### config.mk
export PLATFORM = sky130hd
export DESIGN_NAME = ahb_gpio_irq
export DESIGN_NICKNAME = d
export VERILOG_FILES = /design/src/rtl/ahb_gpio_irq_pkg.sv /design/src/rtl/gpio_sync_edge.sv /design/src/rtl/ahb_gpio_irq.sv
export SDC_FILE = /design/constraint.sdc
export NUM_CORES = 1
export LEC_CHECK = 0
export BUFFER_PORTS_ARGS = -buffer_cell sky130_fd_sc_hd__buf_2
export CAP_MARGIN = 20
export CORE_ASPECT_RATIO = 0.8
export CORE_MARGIN = 1
export CORE_UTILIZATION = 54
export DETAILED_ROUTE_END_ITERATION = 8
export PLACE_DENSITY_LB_ADDON = 0.05
export SYNTH_ARGS = -nofsm -noshare
export SYNTH_HDL_FRONTEND = slang
export SYNTH_SLANG_ARGS = --single-unit
export TNS_END_PERCENT = 1
### constraint.sdc
create_clock -name HCLK -period 2.7 [get_ports HCLK]
set_clock_uncertainty 0.05 [all_clocks]
set_input_delay 0.54 -clock HCLK [delete_from_list [all_inputs] [get_ports HCLK]]
set_output_delay 0.54 -clock HCLK [all_outputs]
set_load 0.03 [all_outputs]
### src/rtl/ahb_gpio_irq_pkg.sv
// Shared definitions for the AHB GPIO: register offsets, HTRANS encodings,
// registered address-phase record and the pin-bus parity function.
package ahb_gpio_irq_pkg;

    localparam logic [7:0] DATA_OFS = 8'h00;
    localparam logic [7:0] DIR_OFS  = 8'h04;
    localparam logic [7:0] IN_OFS   = 8'h08;
    localparam logic [7:0] IE_OFS   = 8'h0C;
    localparam logic [7:0] EDGE_OFS = 8'h10;
    localparam logic [7:0] IS_OFS   = 8'h14;

    localparam logic [1:0] HTRANS_IDLE   = 2'b00;
    localparam logic [1:0] HTRANS_BUSY   = 2'b01;
    localparam logic [1:0] HTRANS_NONSEQ = 2'b10;
    localparam logic [1:0] HTRANS_SEQ    = 2'b11;

    typedef struct packed {
        logic       vld;
        logic       wr;
        logic [7:0] addr;
    } meta_t;

    // Parity bit that makes the word plus bit even (odd=0) or odd (odd=1).
    function automatic logic parity(input logic [31:0] dat, input logic odd);
        return (^dat) ^ odd;
    endfunction

endpackage

### src/rtl/gpio_sync_edge.sv
// Input synchroniser + delay flop producing per-pin rise/fall pulses.
// Latency: sync out after STAGES edges, pulses one cycle wide; no backpressure.
// Edge pulses stay masked until the delay flop holds a post-reset sample.
module gpio_sync_edge #(
    parameter int WIDTH  = 17,
    parameter int STAGES = 2
) (
    input  logic             clk,
    input  logic             rst_n,
    input  logic [WIDTH-1:0] din,
    output logic [WIDTH-1:0] sync,
    output logic [WIDTH-1:0] rise,
    output logic [WIDTH-1:0] fall
);

    logic [STAGES-1:0][WIDTH-1:0] stage_q;
    logic [WIDTH-1:0]             dly_q;
    logic [STAGES:0]              prime_q;
    logic                         primed;

    always_ff @(posedge clk or negedge rst_n) begin
        if (!rst_n) begin
            stage_q <= '0;
            dly_q   <= '0;
            prime_q <= '0;
        end else begin
            stage_q <= {stage_q[STAGES-2:0], din};
            dly_q   <= stage_q[STAGES-1];
            prime_q <= {prime_q[STAGES-1:0], 1'b1};
        end
    end

    assign primed = prime_q[STAGES];
    assign sync   = stage_q[STAGES-1];
    assign rise   = sync & ~dly_q & {WIDTH{primed}};
    assign fall   = ~sync & dly_q & {WIDTH{primed}};

endmodule

### src/rtl/ahb_gpio_irq.sv
// AHB-Lite GPIO with per-pin direction, synchronised inputs and W1C edge IRQs.
// Latency: zero wait states, writes land at data-phase end, IRQ registered; HREADY=0 stalls the bus pipe.
// Optional pin-bus parity generation/checking is enabled by AHB_GPIO_IRQ_PARITY_EN.
module ahb_gpio_irq
    import ahb_gpio_irq_pkg::*;
#(
    parameter int         GPIO_WIDTH  = 16,
    parameter int         SYNC_STAGES = 2,
    parameter logic [7:0] BASE_MASK   = 8'hFF
) (
    input  logic                  HCLK,
    input  logic                  HRESETn,
    input  logic                  HSEL,
    input  logic                  HREADY,
    input  logic                  HWRITE,
    input  logic [31:0]           HADDR,
    input  logic [1:0]            HTRANS,
    input  logic [31:0]           HWDATA,
    output logic [31:0]           HRDATA,
    output logic                  HREADYOUT,
    output logic                  HRESP,
    input  logic [GPIO_WIDTH:0]   GPIOIN,
    output logic [GPIO_WIDTH:0]   GPIOOUT,
    output logic [GPIO_WIDTH-1:0] GPIOEN,
    input  logic                  PARITYSEL,
    output logic                  PARITYERR,
    output logic                  IRQ
);

    meta_t                 dph_q;
    logic                  addr_vld;
    logic                  wr_en;
    logic [GPIO_WIDTH-1:0] data_q, dir_q, ie_q, edge_q, is_q;
    logic                  irq_q;
    logic [GPIO_WIDTH-1:0] is_set, is_clr;
    logic [GPIO_WIDTH:0]   sync_dat, rise, fall;
    logic [GPIO_WIDTH:0]   in_val;
    logic                  out_par, in_par;
    logic [31:0]           rd_dat;

    assign addr_vld = HSEL & HREADY & ((HTRANS == HTRANS_NONSEQ) | (HTRANS == HTRANS_SEQ));

    // Address phase is only accepted (and the data phase only ends) with HREADY high.
    always_ff @(posedge HCLK or negedge HRESETn) begin
        if (!HRESETn) begin
            dph_q <= '0;
        end else if (HREADY) begin
            dph_q.vld  <= addr_vld;
            dph_q.wr   <= HWRITE;
            dph_q.addr <= HADDR[7:0] & BASE_MASK;
        end
    end

    assign wr_en = dph_q.vld & dph_q.wr & HREADY;

    gpio_sync_edge #(
        .WIDTH  (GPIO_WIDTH + 1),
        .STAGES (SYNC_STAGES)
    ) u_sync (
        .clk   (HCLK),
        .rst_n (HRESETn),
        .din   (GPIOIN),
        .sync  (sync_dat),
        .rise  (rise),
        .fall  (fall)
    );

    assign is_set = ie_q & ~dir_q & ((edge_q & rise[GPIO_WIDTH-1:0]) | (~edge_q & fall[GPIO_WIDTH-1:0]));
    assign is_clr = (wr_en && dph_q.addr == IS_OFS) ? HWDATA[GPIO_WIDTH-1:0] : '0;

    always_ff @(posedge HCLK or negedge HRESETn) begin
        if (!HRESETn) begin
            data_q <= '0;
            dir_q  <= '0;
            ie_q   <= '0;
            edge_q <= '0;
            is_q   <= '0;
            irq_q  <= 1'b0;
        end else begin
            if (wr_en && dph_q.addr == DATA_OFS) data_q <= HWDATA[GPIO_WIDTH-1:0];
            if (wr_en && dph_q.addr == DIR_OFS)  dir_q  <= HWDATA[GPIO_WIDTH-1:0];
            if (wr_en && dph_q.addr == IE_OFS)   ie_q   <= HWDATA[GPIO_WIDTH-1:0];
            if (wr_en && dph_q.addr == EDGE_OFS) edge_q <= HWDATA[GPIO_WIDTH-1:0];
            // Set applied after clear so a simultaneous event wins.
            is_q  <= (is_q & ~is_clr) | is_set;
            irq_q <= |(is_q & ie_q);
        end
    end

`ifdef AHB_GPIO_IRQ_PARITY_EN
    assign out_par   = parity(32'(data_q), PARITYSEL);
    assign in_par    = sync_dat[GPIO_WIDTH];
    assign PARITYERR = sync_dat[GPIO_WIDTH] != parity(32'(sync_dat[GPIO_WIDTH-1:0]), PARITYSEL);
`else
    wire unused_par = ^{PARITYSEL, sync_dat[GPIO_WIDTH]};
    assign out_par   = 1'b0;
    assign in_par    = 1'b0;
    assign PARITYERR = 1'b0;
`endif

    assign in_val = {in_par, (dir_q & data_q) | (~dir_q & sync_dat[GPIO_WIDTH-1:0])};

    always_comb begin
        rd_dat = '0;
        if (dph_q.vld && !dph_q.wr) begin
            case (dph_q.addr)
                DATA_OFS: rd_dat = 32'(data_q);
                DIR_OFS:  rd_dat = 32'(dir_q);
                IN_OFS:   rd_dat = 32'(in_val);
                IE_OFS:   rd_dat = 32'(ie_q);
                EDGE_OFS: rd_dat = 32'(edge_q);
                IS_OFS:   rd_dat = 32'(is_q);
                default:  rd_dat = '0;
            endcase
        end
    end

    wire unused_bits = ^{HADDR[31:8], HWDATA[31:GPIO_WIDTH], rise[GPIO_WIDTH], fall[GPIO_WIDTH]};

    assign HRDATA    = rd_dat;
    assign HREADYOUT = 1'b1;
    assign HRESP     = 1'b0;
    assign GPIOOUT   = {out_par, data_q};
    assign GPIOEN    = dir_q;
    assign IRQ       = irq_q;

endmodule

==> flow_metrics.env <==
export IMPL_critical_path_startpoint="dph_q[4]$_DFFE_PN0P_"
export IMPL_fin_ws_ps=-90.9
export IMPL_synthCells=465
export IMPL_syn_cell_area_sq_um=6530
export IMPL_grt_use_total_pct=25.8
export IMPL_maxCapViolations=0
export IMPL_r2r_setup_slack_ps=260
export IMPL_cp_start_kind="register"
export IMPL_antenna_found_initial=0
export IMPL_path_delay_family="simple AND/OR/NAND/NOR gates"
export IMPL_ir_drop_mv=0.465
export IMPL_grt_overflow=0
export IMPL_cts_sinks=142
export IMPL_dp_cells=702
export IMPL_fmax_mhz=358
export IMPL_io_buffers=94
export IMPL_num_vias=4352
export IMPL_synth_ff_type="dfrtp_1"
export IMPL_leakage_nw=3.85
export IMPL_synth_area_leader_cell="dfrtp_1"
export IMPL_wire_per_inst_um=20.7
export IMPL_grt_pass1_vias=4378
export IMPL_cp_arrival_ps=2200
export IMPL_die_area_sq_um=12500
export IMPL_critPathCapture="HRDATA[0]"
export IMPL_ant_nets=0
export IMPL_worstSetupPathType="reg2out"
export IMPL_drv_slew=0
export IMPL_htreeDepth=4
export IMPL_final_area_sq_um=8070
export IMPL_p_total_mw=4.92
export IMPL_relSlewSlack_pct=43.2
export IMPL_n_antenna_cell=0
export IMPL_worstSetupEndpointType="output pin"
export IMPL_power_per_cell_area_nw_per_um2=610
export IMPL_cts_clk_slew_worst_paths_ps=60
export IMPL_setup_viol=16
export IMPL_path_max_fanout=7
export IMPL_drt_iter0_drc=244
export IMPL_rr_startpoint="dph_q[7]$_DFFE_PN0P_"
export IMPL_drt_wl_total_um=15300
export IMPL_ys_top_cells_by_count="dfrtp_1, mux2_2, nand2_1, buf_4"
export IMPL_critical_path_most_common_cell="buf_6"
export IMPL_tightest_slew_ps=852
export IMPL_postSynth_asyncResetShare_pct=100
export IMPL_gp_congestion=0.767
export IMPL_rsz0062_at_grt="true"
export IMPL_fp_dieW_um=125
export IMPL_start_util_pct=56.1
export IMPL_synth_most_common_cell="dfrtp_1"
export IMPL_stdcell_count=736
export IMPL_placed_area_sq_um=7170
export IMPL_cts_inserted_buffers=17
export IMPL_status="complete, but fails checks"
export IMPL_synth_seq_cells=142
export IMPL_die_h_um=100
export IMPL_required_ps=2110
export IMPL_finalCritPeriodShare_pct=103
export IMPL_ys_types=34
export IMPL_yosysSeqAreaShare_pct=54.4
export IMPL_path_cells="or4b_4, or3_4, buf_6, o2bb2ai_2, buf_6"
export IMPL_cts_root_buf="clkbuf_16"
export IMPL_final_nets=664
export IMPL_cp_depth=5
export IMPL_viasPerCell=5.91
export IMPL_grt_first_pass_wirelength_um=24100
export IMPL_timing_rr_end="GPIOEN[3]$_DFFE_PN0P_"
export IMPL_drt_pass1_iterations=9
export IMPL_core_area_sq_um=11600
export IMPL_synth_top_area_share_pct=54.4
export IMPL_ys_warn_count=0
export IMPL_synth_edff_count=0
export IMPL_period_needed_ps=2790
export IMPL_slowest_delay_ps=530
export IMPL_hpwl_um=9630
export IMPL_cts_tree="done"
export IMPL_synth_area_per_cell_sq_um=14.0
export IMPL_crit_slowest_cell="or4b_4"
export IMPL_yosys_top_cells_area="dfrtp_1, mux2_2, mux4_2"
export IMPL_ios=158
export IMPL_grt_max_degree=55
export IMPL_clk_latency_ps=410
export IMPL_cts_max_path_buffers=2
export IMPL_rows=35
export IMPL_hold_class="in2async"
export IMPL_area_growth_pct=23.5
export IMPL_finalHoldViolations=0
export IMPL_drive_gt1_share_pct=49.8
export IMPL_drcViolationCount=16
export IMPL_path_buf_inv=2
export IMPL_final_fill_count=826
export IMPL_ff2ff_path_depth=7
export IMPL_violations="design-rule violations, negative setup slack"
==> stage by stage <==
step / setup WS, ps / util, % / TNS [ps] / hold WS, ps
2_1_floorplan: -30.2 / - / -302 / 194
3_3_place_gp: 234 / 61.5 / 0 / 282
3_5_place_dp: 211 / 61.5 / 0 / 285
4_1_cts: -92.1 / 68.5 / -1230 / 35.1
5_1_grt: -150 / 69.2 / -2060 / 56.6
6_report: -90.9 / 69.2 / -1080 / 35.0
==> per-layer routing <==
| metal | wire length (um) | global-route usage [%] | vias up |
|---|---|---|---|
| met5 | 0 | 0 | - |
| met4 | 205 | 9.19 | 0 |
| met3 | 724 | 5.65 | 20 |
| met2 | 7570 | 42.1 | 143 |
| met1 | 6760 | 34.6 | 2253 |
| li1 | - | - | 1936 |
==> power by group <==
group          internal (mW)  switching, mW  total [mW]
logic                  0.166          0.245       0.411
clock network           1.32          0.904        2.22
registers               2.21         0.0730        2.28
total                   3.70           1.22        4.92
==> what timing repair did <==
item,4_1_cts,5_1_grt
resized for setup,52,9
setup buffers,2,0
hold buffers,0,0
pin swaps,1,1
setup endpoints to repair,16,16
==> cell usage in the layout (no fill, tap or decap), types with 2 or more instances in the layout <==
master	n
dfrtp_1	141
mux2_2	78
buf_2	77
nand2_1	33
conb_1	21
buf_6	18
clkbuf_16	17
buf_4	17
mux4_2	16
mux2i_1	16
or4_1	16
nand3b_1	16
or3b_2	16
a211oi_1	16
a21o_1	16
mux2_4	10
o2bb2ai_2	9
o2bb2ai_4	7
clkinvlp_4	5
a22o_1	4
a221oi_1	4
buf_12	4
nor4_4	3
nand2b_1	2
or3_4	2
nand4_1	2
inv_1	2
o21ai_0	2
inv_6	2
clkinv_4	2
clkbuf_8	2
clkinv_2	2
==> sequential cells by signal, summed over array words and instances (netlist names) <==
signal,count
u_sync.stage_q,16
dph_q,10
u_sync.dly_q,16
IRQ,1
GPIOEN,16
is_q,16
u_sync.prime_q,3
u_sync.sync,16
ie_q,16
edge_q,16
data_q,16
==> worst min path at each step <==
stage | endpoint | slack (ps)
floorplan | GPIOEN[0]$_DFFE_PN0P_ | 190
global placement | u_sync.prime_q[2]$_DFF_PN0_ | 280
detailed placement | u_sync.prime_q[2]$_DFF_PN0_ | 280
CTS | data_q[10]$_DFFE_PN0P_ | 40
global route | u_sync.stage_q[10]$_DFF_PN0_ | 60
finish | u_sync.sync[10]$_DFF_PN0_ | 40
==> cell families (layout without fill, tap and decap cells) <==
| family | after synthesis | in the layout | synth area share [%] |
|---|---|---|---|
| other | 2 | 21 | 0.115 |
| flip-flops | 142 | 142 | 54.4 |
| buffers and inverters | 46 | 150 | 4.48 |
| AND/OR/NAND/NOR | 97 | 97 | 10.2 |
| multiplexers | 120 | 120 | 23.7 |
| AO/OA/AOI/OAI | 58 | 58 | 7.05 |
==> area by class of cell <==
cell class              count  area, sq um  area share, %
clock buffers              20          457           5.66
clock inverters            12          113           1.40
inverters                   2         7.51         0.0931
multi-input cells         296         2950           36.6
flip-flops and latches    142         3550           44.1
well taps                 148          185           2.30
repair buffers            116          796           9.87
Note: power is estimated with default switching activity, not from simulation.
